$ cat src/rtl/srt4_div_ctrl.sv
// -----------------------------------------------------------------------------
// srt4_div_ctrl
// Sequencing controller for the radix-4 SRT divider core. It accepts RISC-V
// DIV/DIVU/REM/REMU requests, answers the architectural corner cases
// (divide-by-zero, signed overflow, zero dividend) without the core, and
// otherwise hands operand magnitudes to the core and applies the result signs
// on completion. One operation is in flight at a time.
//
// Optional feature: define SRT4_DIV_CTRL_RESULT_CACHE_EN to keep the operands
// and results of the last core-computed operation. A matching request
// (rs1, rs2, signedness) is then answered directly from the stored results.
//
// Ports
//   clk_i, rst_i            clock, synchronous active-high reset
//   flush_i                 kill the in-flight operation, no response
//   req_valid_i/req_ready_o request handshake
//   req_op_i                00 DIV, 01 DIVU, 10 REM, 11 REMU
//   req_rs1_i/req_rs2_i     dividend / divisor
//   req_tag_i               destination tag, echoed on rsp_tag_o
//   rsp_valid_o/rsp_ready_i response handshake
//   rsp_data_o/rsp_tag_o    result and tag
//   busy_o                  controller not idle
//   core_start_o            one-cycle start pulse to the core
//   core_dividend_o/core_divisor_o   operand magnitudes to the core
//   core_quotient_i/core_remainder_i core results, valid with core_finish_i
//   core_finish_i/core_error_i       core done / core saw a zero divisor
// -----------------------------------------------------------------------------
module srt4_div_ctrl #(
  parameter int DW   = 32,
  parameter int TAGW = 5
) (
  input  logic            clk_i,
  input  logic            rst_i,
  input  logic            flush_i,
  input  logic            req_valid_i,
  output logic            req_ready_o,
  input  logic [1:0]      req_op_i,
  input  logic [DW-1:0]   req_rs1_i,
  input  logic [DW-1:0]   req_rs2_i,
  input  logic [TAGW-1:0] req_tag_i,
  output logic            rsp_valid_o,
  input  logic            rsp_ready_i,
  output logic [DW-1:0]   rsp_data_o,
  output logic [TAGW-1:0] rsp_tag_o,
  output logic            busy_o,
  output logic            core_start_o,
  output logic [DW-1:0]   core_dividend_o,
  output logic [DW-1:0]   core_divisor_o,
  input  logic [DW-1:0]   core_quotient_i,
  input  logic [DW-1:0]   core_remainder_i,
  input  logic            core_finish_i,
  input  logic            core_error_i
);

  typedef enum logic [1:0] {IDLE, RUN, DRAIN, RESP} state_e;

  localparam logic [DW-1:0] INT_MIN = {1'b1, {(DW-1){1'b0}}};
  localparam logic [DW-1:0] ONES    = '1;

  state_e            state_q, state_d;
  logic [1:0]        op_q, op_d;
  logic [TAGW-1:0]   tag_q, tag_d;
  logic              neg1_q, neg1_d, neg2_q, neg2_d;
  logic [DW-1:0]     dividend_q, dividend_d, divisor_q, divisor_d;
  logic [DW-1:0]     data_q, data_d;
  logic              start_q, start_d;

  // Request decode
  logic          accept, signed_req, neg1_req, neg2_req;
  logic          div0, ovf, zero_dividend;
  logic [DW-1:0] mag1, mag2, corner_data;

  assign req_ready_o   = (state_q == IDLE) && !flush_i;
  assign accept        = req_valid_i && req_ready_o;
  assign signed_req    = ~req_op_i[0];
  assign neg1_req      = signed_req & req_rs1_i[DW-1];
  assign neg2_req      = signed_req & req_rs2_i[DW-1];
  // Negating INT_MIN yields INT_MIN, which read unsigned is the right magnitude.
  assign mag1          = neg1_req ? -req_rs1_i : req_rs1_i;
  assign mag2          = neg2_req ? -req_rs2_i : req_rs2_i;
  assign div0          = (req_rs2_i == '0);
  assign ovf           = signed_req && (req_rs1_i == INT_MIN) && (req_rs2_i == ONES);
  assign zero_dividend = (req_rs1_i == '0);

  always_comb begin
    corner_data = '0;
    if (div0)     corner_data = req_op_i[1] ? req_rs1_i : ONES;
    else if (ovf) corner_data = req_op_i[1] ? '0 : req_rs1_i;
  end

  // Core completion: restore signs from the latched operand signs.
  logic [DW-1:0] q_fin, r_fin, rs1_orig;
  assign q_fin    = (neg1_q ^ neg2_q) ? -core_quotient_i : core_quotient_i;
  assign r_fin    = neg1_q ? -core_remainder_i : core_remainder_i;
  assign rs1_orig = neg1_q ? -dividend_q : dividend_q;

  logic          cache_hit;
  logic [DW-1:0] hit_data;

`ifdef SRT4_DIV_CTRL_RESULT_CACHE_EN
  logic          cache_valid_q;
  logic          cache_signed_q;
  logic [DW-1:0] cache_rs1_q, cache_rs2_q, cache_quo_q, cache_rem_q;
  logic          cache_fill;
  logic [DW-1:0] rs2_orig;

  assign rs2_orig   = neg2_q ? -divisor_q : divisor_q;
  assign cache_fill = (state_q == RUN) && core_finish_i && !core_error_i && !flush_i;
  assign cache_hit  = cache_valid_q && (cache_rs1_q == req_rs1_i) &&
                      (cache_rs2_q == req_rs2_i) && (cache_signed_q == signed_req);
  assign hit_data   = req_op_i[1] ? cache_rem_q : cache_quo_q;

  always_ff @(posedge clk_i) begin
    if (rst_i)           cache_valid_q <= 1'b0;
    else if (cache_fill) cache_valid_q <= 1'b1;
  end

  // NOTE: the stored payload has no reset; it is never read while
  // cache_valid_q is low, so clearing it would only add reset fan-out.
  always_ff @(posedge clk_i) begin
    if (cache_fill) begin
      cache_rs1_q    <= rs1_orig;
      cache_rs2_q    <= rs2_orig;
      cache_signed_q <= ~op_q[0];
      cache_quo_q    <= q_fin;
      cache_rem_q    <= r_fin;
    end
  end
`else
  assign cache_hit = 1'b0;
  assign hit_data  = '0;
`endif

  // NOTE: every variable gets its hold value first so no path leaves one
  // unassigned, which would otherwise infer a latch.
  always_comb begin
    state_d    = state_q;
    op_d       = op_q;
    tag_d      = tag_q;
    neg1_d     = neg1_q;
    neg2_d     = neg2_q;
    dividend_d = dividend_q;
    divisor_d  = divisor_q;
    data_d     = data_q;
    start_d    = 1'b0;
    unique case (state_q)
      IDLE: begin
        if (accept) begin
          op_d   = req_op_i;
          tag_d  = req_tag_i;
          neg1_d = neg1_req;
          neg2_d = neg2_req;
          if (div0 || ovf || zero_dividend) begin
            state_d = RESP;
            data_d  = corner_data;
          end else if (cache_hit) begin
            state_d = RESP;
            data_d  = hit_data;
          end else begin
            state_d    = RUN;
            dividend_d = mag1;
            divisor_d  = mag2;
            start_d    = 1'b1;
          end
        end
      end
      RUN: begin
        if (flush_i) begin
          // A core that finishes in the flush cycle needs no draining.
          state_d = (core_finish_i || core_error_i) ? IDLE : DRAIN;
        end else if (core_error_i) begin
          state_d = RESP;
          data_d  = op_q[1] ? rs1_orig : ONES;
        end else if (core_finish_i) begin
          state_d = RESP;
          data_d  = op_q[1] ? r_fin : q_fin;
        end
      end
      DRAIN: begin
        if (core_finish_i || core_error_i) state_d = IDLE;
      end
      RESP: begin
        if (flush_i || rsp_ready_i) state_d = IDLE;
      end
      default: state_d = IDLE;
    endcase
  end

  // NOTE: state is updated with non-blocking assignments so every register
  // samples the pre-edge values regardless of statement order.
  always_ff @(posedge clk_i) begin
    if (rst_i) begin
      state_q    <= IDLE;
      op_q       <= '0;
      tag_q      <= '0;
      neg1_q     <= 1'b0;
      neg2_q     <= 1'b0;
      dividend_q <= '0;
      divisor_q  <= '0;
      data_q     <= '0;
      start_q    <= 1'b0;
    end else begin
      state_q    <= state_d;
      op_q       <= op_d;
      tag_q      <= tag_d;
      neg1_q     <= neg1_d;
      neg2_q     <= neg2_d;
      dividend_q <= dividend_d;
      divisor_q  <= divisor_d;
      data_q     <= data_d;
      start_q    <= start_d;
    end
  end

  assign rsp_valid_o     = (state_q == RESP);
  assign rsp_data_o      = data_q;
  assign rsp_tag_o       = tag_q;
  assign busy_o          = (state_q != IDLE);
  assign core_start_o    = start_q;
  assign core_dividend_o = dividend_q;
  assign core_divisor_o  = divisor_q;

endmodule

$ cat config.mk
export PLATFORM = sky130hd
export DESIGN_NAME = srt4_div_ctrl
export DESIGN_NICKNAME = d
export VERILOG_FILES = /design/src/rtl/srt4_div_ctrl.sv
export SDC_FILE = /design/constraint.sdc
export NUM_CORES = 1
export LEC_CHECK = 0
export CAP_MARGIN = 20
export CORE_MARGIN = 1
export CORE_UTILIZATION = 40
export DETAILED_ROUTE_END_ITERATION = 10
export PLACE_DENSITY = 0.71
export SLEW_MARGIN = 5
export SYNTH_ARGS = -nofsm -noshare
export SYNTH_HDL_FRONTEND = slang
export SYNTH_SLANG_ARGS = --single-unit
$ cat constraint.sdc
create_clock -name clk_i -period 3.37 [get_ports clk_i]
set_input_delay 0.5055 -clock clk_i [delete_from_list [all_inputs] [get_ports clk_i]]
set_output_delay 0.5055 -clock clk_i [all_outputs]
set_load 0.02 [all_outputs]
==> impl_metrics.tcl, run 1 <==
set metrics [dict create \
    wl_met2_mm 13.7 \
    vias_per_cell 5.81 \
    yosys.cell_count.top_type "nor2_1" \
    cp-startpoint "core_remainder_i[0]" \
    r2r-start "core_dividend_o[8]" \
    vias 9459 \
    drv_slew 0 \
    crit_family "simple AND/OR/NAND/NOR gates" \
    clkTransAtPathRegs_ns 0.08 \
    highest_layer "met4" \
    finalNetCount 1500 \
    post-route-drc-count 0 \
    crit_required_ns 3.65 \
    wl_mm 31.9 \
    setup_violations 0 \
    cts_setup_buffers 0 \
    slew_headroom_pct 43.6 \
    min_path_type "flip-flop to flip-flop" \
    finalHoldViolCount 0 \
    ant_nets 0 \
    htree_levels 3 \
    synth-seq-cells 107 \
    path_buf_inv 3 \
    hpwl_mm 24.9 \
    synth_top_area_share_pct 25.8 \
    p_leak_nw 3.86 \
    met3_length_mm 2.64 \
    synth_nets 1244 \
    grt_pass1_vias 8726 \
    synthTopCellsByArea "dfxtp_1 26%, xnor2_1 9.0%, xor2_1 6.5%, nor2_1 6.0%, o21ai_0 5.2%" \
    power.density_nw_per_um2 323 \
    overflow 0 \
    netlist_area_sq_um 8300 \
    cts_hold_buf 0 \
    yosys.area.top_type "dfxtp_1" \
    die_width_um 146 \
    ctsRootBufferMaster "clkbuf_16" \
    wire_per_inst_um 19.6 \
    die_area_sq_um 21300 \
    end_kind "flip-flop" \
    critPathKind "primary input to flip-flop" \
    ys.flop_type "dfxtp_1" \
    cts_resized 0 \
    tightest_slew_ns 0.845 \
    grt_pass1_wl_mm 49.6 \
    postSynthCellCount 1096 \
    rsz0062_at_grt "no" \
    diodes 0 \
    drtIter0Drc 813 \
    cts_buffers 9 \
    status "completed" \
    initial_utilization_pct 40.9 \
    grt_max_degree 56 \
    groute.usage.overall_pct 29.4 \
    dp_slack_ns 0.00330 \
    antenna_found_initial 0 \
    critical_path.cell_chain "clkdlybuf4s50_1 -> inv_1 -> ha_1 -> or4b_2 -> or3_1 -> buf_4 -> o31ai_1 -> xor2_1 -> a22oi_1 -> o211ai_1 -> a311oi_1" \
    avgSynthCellArea_sq_um 7.57 \
    ctsLongestPathBuffers 2 \
    synth_edf_count 0 \
    cp_max_fo 10 \
    arrival_ns 3.31 \
    die_y_um 146 \
    drt-pass1-iter-count 6 \
    min_period_ns 3.03 \
    setup_ws_ns 0.343 \
    start_kind "primary input" \
    cts_tree "done" \
    wirelength_met1_mm 14.8 \
    slowest_stage "or4b_2" \
    synth_warnings 0 \
    io-pin-count 247 \
    worstSkewPairLatency_ns 0.36 \
    coreArea_sq_um 20300 \
    rows 52 \
    ys_top_cells_by_count "132 x nor2_1, 107 x dfxtp_1, 86 x o21ai_0, 85 x xnor2_1, 73 x clkbuf_1" \
    cts.sink_count 107 \
    syn2layout_area_growth_pct 42.3 \
    async_flop_share_pct 0 \
    finalCritPeriodShare_pct 89.8 \
    gp_congestion 0.957 \
    max-vdd-ir-drop_v 0.000257 \
    seq_area_frac_synth_pct 25.8 \
    fin_skew_ns 0.00937 \
    setup_tns_ns 0 \
    hp-start "rsp_tag_o[4]" \
    portBuffers 246 \
    drive_above_1_share_pct 9.65 \
    maxCapViolations 0 \
    max_stage_delay_ns 0.62 \
    fmax_mhz 330 \
    synth_cell_types 64 \
]
## power breakdown
group / internal (mW) / total (mW) / leakage, nW / switching [mW]
clock network: 0.590 / 1.14 / 0.147 / 0.548
logic: 0.579 / 1.25 / 2.83 / 0.667
registers: 1.34 / 1.43 / 0.875 / 0.0869
## registers in the layout, summed over array words and instances, names as in the netlist
signal           count
core_dividend_o     32
neg2_q               1
rsp_tag_o            5
rsp_data_o          32
neg1_q               1
core_divisor_o      32
core_start_o         1
state_q              2
op_q                 1
## cells in the final DEF (no fill, tap or decap), types with 54 or more instances in the layout
master	n
a21oi_1	54
nand2_1	55
buf_4	77
xnor2_1	85
clkdlybuf4s50_1	245
nor2_1	132
xor2_1	62
a211oi_1	54
o21ai_0	86
dfxtp_1	106
## worst register-to-register path: cells and delay by family, from the launching register on
kind,cells,cell delay [ns]
xor+xnor,1,0.16
compound gates,4,1.05
simple gates,2,1.25
flops,1,0.41
## through the flow
step	util (%)	cell area (sq um)	total power, mW	std cells	hold WS, ns
after floorplan	-	8300	2.06	1096	0.473
after global placement	56.6	11500	2.68	1611	0.442
after detailed placement	56.6	11500	2.68	1611	0.449
after CTS	58.1	11800	3.81	1627	0.462
after global routing	58.1	11800	3.97	1627	0.493
final	58.1	11800	3.81	1627	0.463
## final cells by class
| cell class | instances | area, sq um |
|---|---|---|
| clock buffers | 9 | 225 |
| fillers | 1917 | 8500 |
| flip-flops and latches | 107 | 2140 |
| inverters | 17 | 63.8 |
| multi-input cells | 887 | 5770 |
| well taps | 270 | 338 |
| clock inverters | 7 | 81.3 |
| repair buffers | 330 | 3180 |
## worst paths after layout
kind               endpoint  slack (ns)  depth (start not counted)
max          rsp_data_o[14]        0.34                         11
min            rsp_tag_o[4]        0.46                          2
max reg2reg  rsp_data_o[21]        0.41                          7
min reg2reg    rsp_tag_o[4]        0.46                          2
## layer usage
layer  track usage [%]  vias up
li1                  -     4597
met1              42.3     4411
met4              9.38        0
met5                 0        -
met2              44.1      414
met3              5.38       37
## kinds of logic (layout without fill, tap and decap cells)
kind of cell | after synthesis | after routing | share of synthesized area (%)
flip-flops | 107 | 107 | 25.8
XOR/XNOR | 147 | 147 | 15.5
buffers and inverters | 102 | 363 | 4.83
AO/OA/AOI/OAI | 348 | 348 | 28.4
multiplexers | 17 | 17 | 2.07
AND/OR/NAND/NOR | 369 | 369 | 22.5
adder cells (fa/ha/maj) | 6 | 6 | 0.905
(Power assumes the default switching activity.)
==> run 2, diff against run 1 <==
- CORE_UTILIZATION: 40 -> 49
- PLACE_DENSITY: 0.71 -> 0.84
- SLEW_MARGIN: 5 -> unset
==> run 2 against run 1 <==
Global-route usage grew 5.0 points. Final cell count shrank 3.6%. Combinational power is essentially flat. Flip-flop and latch count is the same. Worst hold slack lost 0.0028 ns. Non-clock buffer count shrank 9. Critical endpoint is now rsp_data_o[25].
==> impl_metrics.tcl, run 2 (same netlist as run 1, synthesis figures left out) <==
set metrics [dict create \
    p_leak_nw 3.80 \
    status "completed" \
    grt_pass1_vias 8942 \
    ctsLongestPathBuffers 2 \
    pwr-share-comb_pct 32.7 \
    die_y_um 132 \
    min_period_ns 3.16 \
    power.density_nw_per_um2 324 \
    min_path_type "flip-flop to flip-flop" \
    drt-pass1-iter-count 5 \
    fmax_mhz 317 \
    cts.sink_count 107 \
    p_switching_mw 1.27 \
    tightest_slew_ns 0.859 \
    maxCapViolations 0 \
    pwr-share-seq_pct 37.9 \
    cts_hold_buf 0 \
    cp_max_fo 33 \
    final-instance-count-excl-fill 1568 \
    critPathKind "primary input to flip-flop" \
    cts_resized 0 \
    wl_mm 31.0 \
    overflow 0 \
    initial_utilization_pct 50.0 \
    finalCritPeriodShare_pct 93.7 \
    start_kind "primary input" \
    critical_path.cell_chain "clkdlybuf4s50_1 -> inv_1 -> ha_1 -> nor4b_1 -> nand2_1 -> nor4_1 -> buf_4 -> a22oi_1 -> o21ai_4 -> buf_12 -> nor2_1 -> a311oi_1" \
    layout_common_cells "245 x clkdlybuf4s50_1, 132 x nor2_1, 106 x dfxtp_1, 86 x o21ai_0, 85 x xnor2_1" \
    fin_skew_ns 0.00737 \
    portBuffers 246 \
    arrival_ns 3.41 \
    crit_family "simple AND/OR/NAND/NOR gates" \
    vias 9746 \
    hpwl_mm 24.1 \
    max-vdd-ir-drop_v 0.000291 \
    antenna_found_initial 0 \
    vias_per_cell 6.22 \
    post-route-drc-count 0 \
    dp.cells 1552 \
    io-pin-count 247 \
    groute.usage.overall_pct 34.4 \
    slowest_stage "clkdlybuf4s50_1" \
    path_buf_inv 4 \
    setup_violations 0 \
    final_common_cell "clkdlybuf4s50_1" \
    coreArea_sq_um 16600 \
    htree_levels 3 \
    clkTransAtPathRegs_ns 0.08 \
    grt_max_degree 65 \
    worstSkewPairLatency_ns 0.35 \
    grt_pass1_wl_mm 47.9 \
    drive_above_1_share_pct 8.98 \
    end_kind "flip-flop" \
    holdWs_ns 0.460 \
    final_area_sq_um 11700 \
    rsz0062_at_grt "no" \
    syn2layout_area_growth_pct 40.5 \
    max_stage_delay_ns 0.48 \
    setup_tns_ns 0 \
    drtIter0Drc 1058 \
    finalNetCount 1491 \
    wire_per_inst_um 19.7 \
    ctsRootBufferMaster "clkbuf_16" \
    clkPwrFrac_pct 29.4 \
    die_area_sq_um 17500 \
    slew_headroom_pct 42.8 \
    internal-power_mw 2.50 \
    die_width_um 132 \
    gp_congestion 0.956 \
    finalHoldViolCount 0 \
    p_sw_share_pct 33.8 \
    diodes 0 \
    drv_slew 0 \
    final_util_pct 70.3 \
    cts_tree "done" \
    placed_area_sq_um 11400 \
    rows 47 \
    ant_nets 0 \
    cts_buffers 9 \
    cts_setup_buffers 0 \
    crit_required_ns 3.62 \
]
run 2: cell count changes in the layout (fill, tap and decap cells not counted), sizes merged:
cell and change:
inv -2, clkbuf +1, buf -9, clkinv +1
run 2: layer usage:
metal | track usage, % | part of all wire, % | vias up
li1 | - | - | 4590
met1 | 47.0 | 42 | 4546
met2 | 54.1 | 44 | 542
met3 | 7.23 | 10 | 68
met4 | 10.7 | 2.7 | 0
met5 | 0 | 0 | -
run 2: final timing paths:
path                      startpoint             end  slack (ns)  depth (start not counted)
setup / recovery        req_rs1_i[1]  rsp_data_o[25]        0.21                         12
hold / removal          rsp_tag_o[4]    rsp_tag_o[4]        0.46                          2
setup reg to reg  core_dividend_o[8]  rsp_data_o[15]        0.44                          7
hold reg to reg         rsp_tag_o[4]    rsp_tag_o[4]        0.46                          2
run 2: area by class of cell:
class | count | area, sq um
Inverter | 17 | 63.8
Clock inverter | 6 | 73.8
Timing Repair Buffer | 321 | 3100
Fill cell | 1358 | 4930
Tap cell | 220 | 275
Multi-Input combinational cell | 887 | 5770
Sequential cell | 107 | 2140
Clock buffer | 10 | 229
run 2: worst reg2reg max path, stage by stage, from the launching register on:
cell and delay [ns]:
dfxtp_1 0.42, or4_4 0.58, or4_1 0.68, o41ai_1 0.35, xor2_1 0.15, a221oi_1 0.24
o21ai_0 0.14, a311oi_1 0.27
run 2: through the flow:
stage | setup WS, ns | power [mW]
5_1_grt | 0.0945 | 3.91
3_3_place_gp | -0.0190 | 2.65
2_1_floorplan | 0.529 | 2.06
4_1_cts | 0.273 | 3.76
3_5_place_dp | -0.107 | 2.66
6_report | 0.211 | 3.77
run 2: power by group through the flow:
| stage | sequential [mW] | combinational [mW] | clock [mW] |
|---|---|---|---|
| detailed placement | 1.46 | 1.21 | 0 |
| global route | 1.44 | 1.32 | 1.16 |
| CTS | 1.43 | 1.22 | 1.11 |
| floorplan | 1.52 | 0.544 | 0 |
| finish | 1.43 | 1.23 | 1.11 |
| global placement | 1.45 | 1.19 | 0 |
==> run 3, diff against run 2 <==
- CELL_PAD_IN_SITES_DETAIL_PLACEMENT: unset -> 0
- CELL_PAD_IN_SITES_GLOBAL_PLACEMENT: unset -> 2
- CORE_ASPECT_RATIO: unset -> 1.25
- CORE_UTILIZATION: 49 -> 27
- PLACE_DENSITY: 0.84 -> 0.83
==> run 3 against run 2 <==
Non-clock buffer count increased by 30. Register-to-register slack got worse by 0.04 ns. Critical path depth decreased by 4. Fmax increased by 4.3%. Clock skew increased by 0.0032 ns. Total power decreased by 2.0%. Clock-buffer cell count increased by 1. Global-route usage decreased by 13 points. Via count decreased by 4.5%. Utilization decreased by 30 points.
==> impl_metrics.tcl, run 3 (same netlist as run 1, synthesis figures left out) <==
set metrics [dict create \
    crit_required_ns 3.64 \
    wl_mm 34.9 \
    layout_common_cells "245 x clkdlybuf4s50_1, 132 x nor2_1, 106 x dfxtp_1, 102 x buf_4, 86 x o21ai_0" \
    pwr-share-comb_pct 34.1 \
    cts_buffers 9 \
    antenna_found_initial 2 \
    ff2ff_setup_slack_ns 0.40 \
    rows 71 \
    rsz0062_at_grt "no" \
    max-vdd-ir-drop_v 0.000247 \
    overflow 0 \
    final_util_pct 40.0 \
    die_area_sq_um 31400 \
    vias_per_cell 5.24 \
    final-instance-count-excl-fill 1776 \
    htree_levels 3 \
    dp.cells 1763 \
    final_common_cell "clkdlybuf4s50_1" \
    initial_utilization_pct 27.5 \
    cp_max_fo 5 \
    cts_resized 0 \
    post-route-drc-count 0 \
    cts_tree "done" \
    drt-pass1-iter-count 7 \
    finalNetCount 1521 \
    grt_max_degree 60 \
    p_switching_mw 1.26 \
    drv_slew 0 \
    cts_hold_buf 0 \
    grt_pass1_vias 9073 \
    finalCritPeriodShare_pct 89.8 \
    tightest_slew_ns 0.827 \
    io-pin-count 247 \
    min_path_type "flip-flop to flip-flop" \
    pwr-share-seq_pct 38.5 \
    internal-power_mw 2.44 \
    start_kind "primary input" \
    maxCapViolations 0 \
    clkTransAtPathRegs_ns 0.07 \
    end_kind "flip-flop" \
    cts_setup_buffers 0 \
    p_leak_nw 3.92 \
    syn2layout_area_growth_pct 45.1 \
    power.density_nw_per_um2 307 \
    portBuffers 246 \
    drtIter0Drc 567 \
    finalHoldViolCount 0 \
    ant_nets 0 \
    die_y_um 198 \
    coreArea_sq_um 30100 \
    clkPwrFrac_pct 27.4 \
    ctsLongestPathBuffers 2 \
    p_sw_share_pct 34.1 \
    groute.usage.overall_pct 21.8 \
    vias 9308 \
    diodes 0 \
    gp_congestion 0.880 \
    die_width_um 159 \
    slew_headroom_pct 44.9 \
    setup_violations 0 \
    min_period_ns 3.03 \
    critPathKind "primary input to flip-flop" \
    hpwl_mm 27.6 \
    cts.sink_count 107 \
    drive_above_1_share_pct 10.8 \
    fmax_mhz 330 \
    ctsRootBufferMaster "clkbuf_16" \
    status "completed" \
    arrival_ns 3.29 \
    fin_skew_ns 0.0106 \
    wire_per_inst_um 19.6 \
    worstSkewPairLatency_ns 0.36 \
    grt_pass1_wl_mm 53.0 \
]
==> run 3: changes by cell type in the layout (fill, tap and decap cells not counted), sizes merged <==
cell,delta
buf,+30
bufinv,-1
clkbuf,+1
clkinv,-2
clkinvlp,+1
inv,-2
==> run 3: cell type report <==
cell class | instances | area (sq um)
well taps | 401 | 502
inverters | 17 | 63.8
flip-flops and latches | 107 | 2140
clock buffers | 11 | 243
repair buffers | 351 | 3300
fillers | 3156 | 18100
multi-input cells | 887 | 5770
clock inverters | 2 | 15.0
==> run 3: worst paths after layout <==
| kind | startpoint | end | depth (start not counted) |
|---|---|---|---|
| worst max-delay path | core_remainder_i[8] | rsp_data_o[15] | 8 |
| worst max register to register | core_dividend_o[7] | rsp_data_o[26] | 8 |
| worst min-delay path | rsp_tag_o[0] | rsp_tag_o[0] | 2 |
| worst min register to register | rsp_tag_o[0] | rsp_tag_o[0] | 2 |
==> run 3: per-stage QoR <==
| step | total power, mW | TNS [ns] | area [sq um] | setup slack, ns | hold WS [ns] |
|---|---|---|---|---|---|
| 2_1_floorplan | 2.06 | 0 | 8300 | 0.529 | 0.473 |
| 3_3_place_gp | 2.71 | -0.00401 | 11800 | -0.00401 | 0.442 |
| 3_5_place_dp | 2.71 | -0.0214 | 11800 | -0.0169 | 0.446 |
| 4_1_cts | 3.73 | 0 | 12000 | 0.347 | 0.456 |
| 5_1_grt | 3.88 | 0 | 12000 | 0.178 | 0.476 |
| 6_report | 3.70 | 0 | 12000 | 0.342 | 0.453 |
==> run 3: metal layers <==
metal  track usage [%]  part of all wire [%]
met2              37.4                    47
met1              27.3                    44
met3              3.56                   5.7
met5                 0                 0.066
met4              8.20                   2.9
==> run 3: power groups by stage <==
stage	Sequential, mW	Clock, mW	Combinational [mW]
global placement	1.45	0	1.25
CTS	1.42	1.04	1.26
floorplan	1.52	0	0.544
finish	1.42	1.01	1.26
global route	1.43	1.09	1.36
detailed placement	1.45	0	1.26
==> run 3: worst max-delay path: stages <==
cell             delay (ns)
clkdlybuf4s50_1        0.41
or4_1                  0.56
or4_1                  0.64
o41ai_1                0.35
xor2_1                 0.12
a221oi_1               0.29
o21ai_0                0.14
a311oi_1               0.27
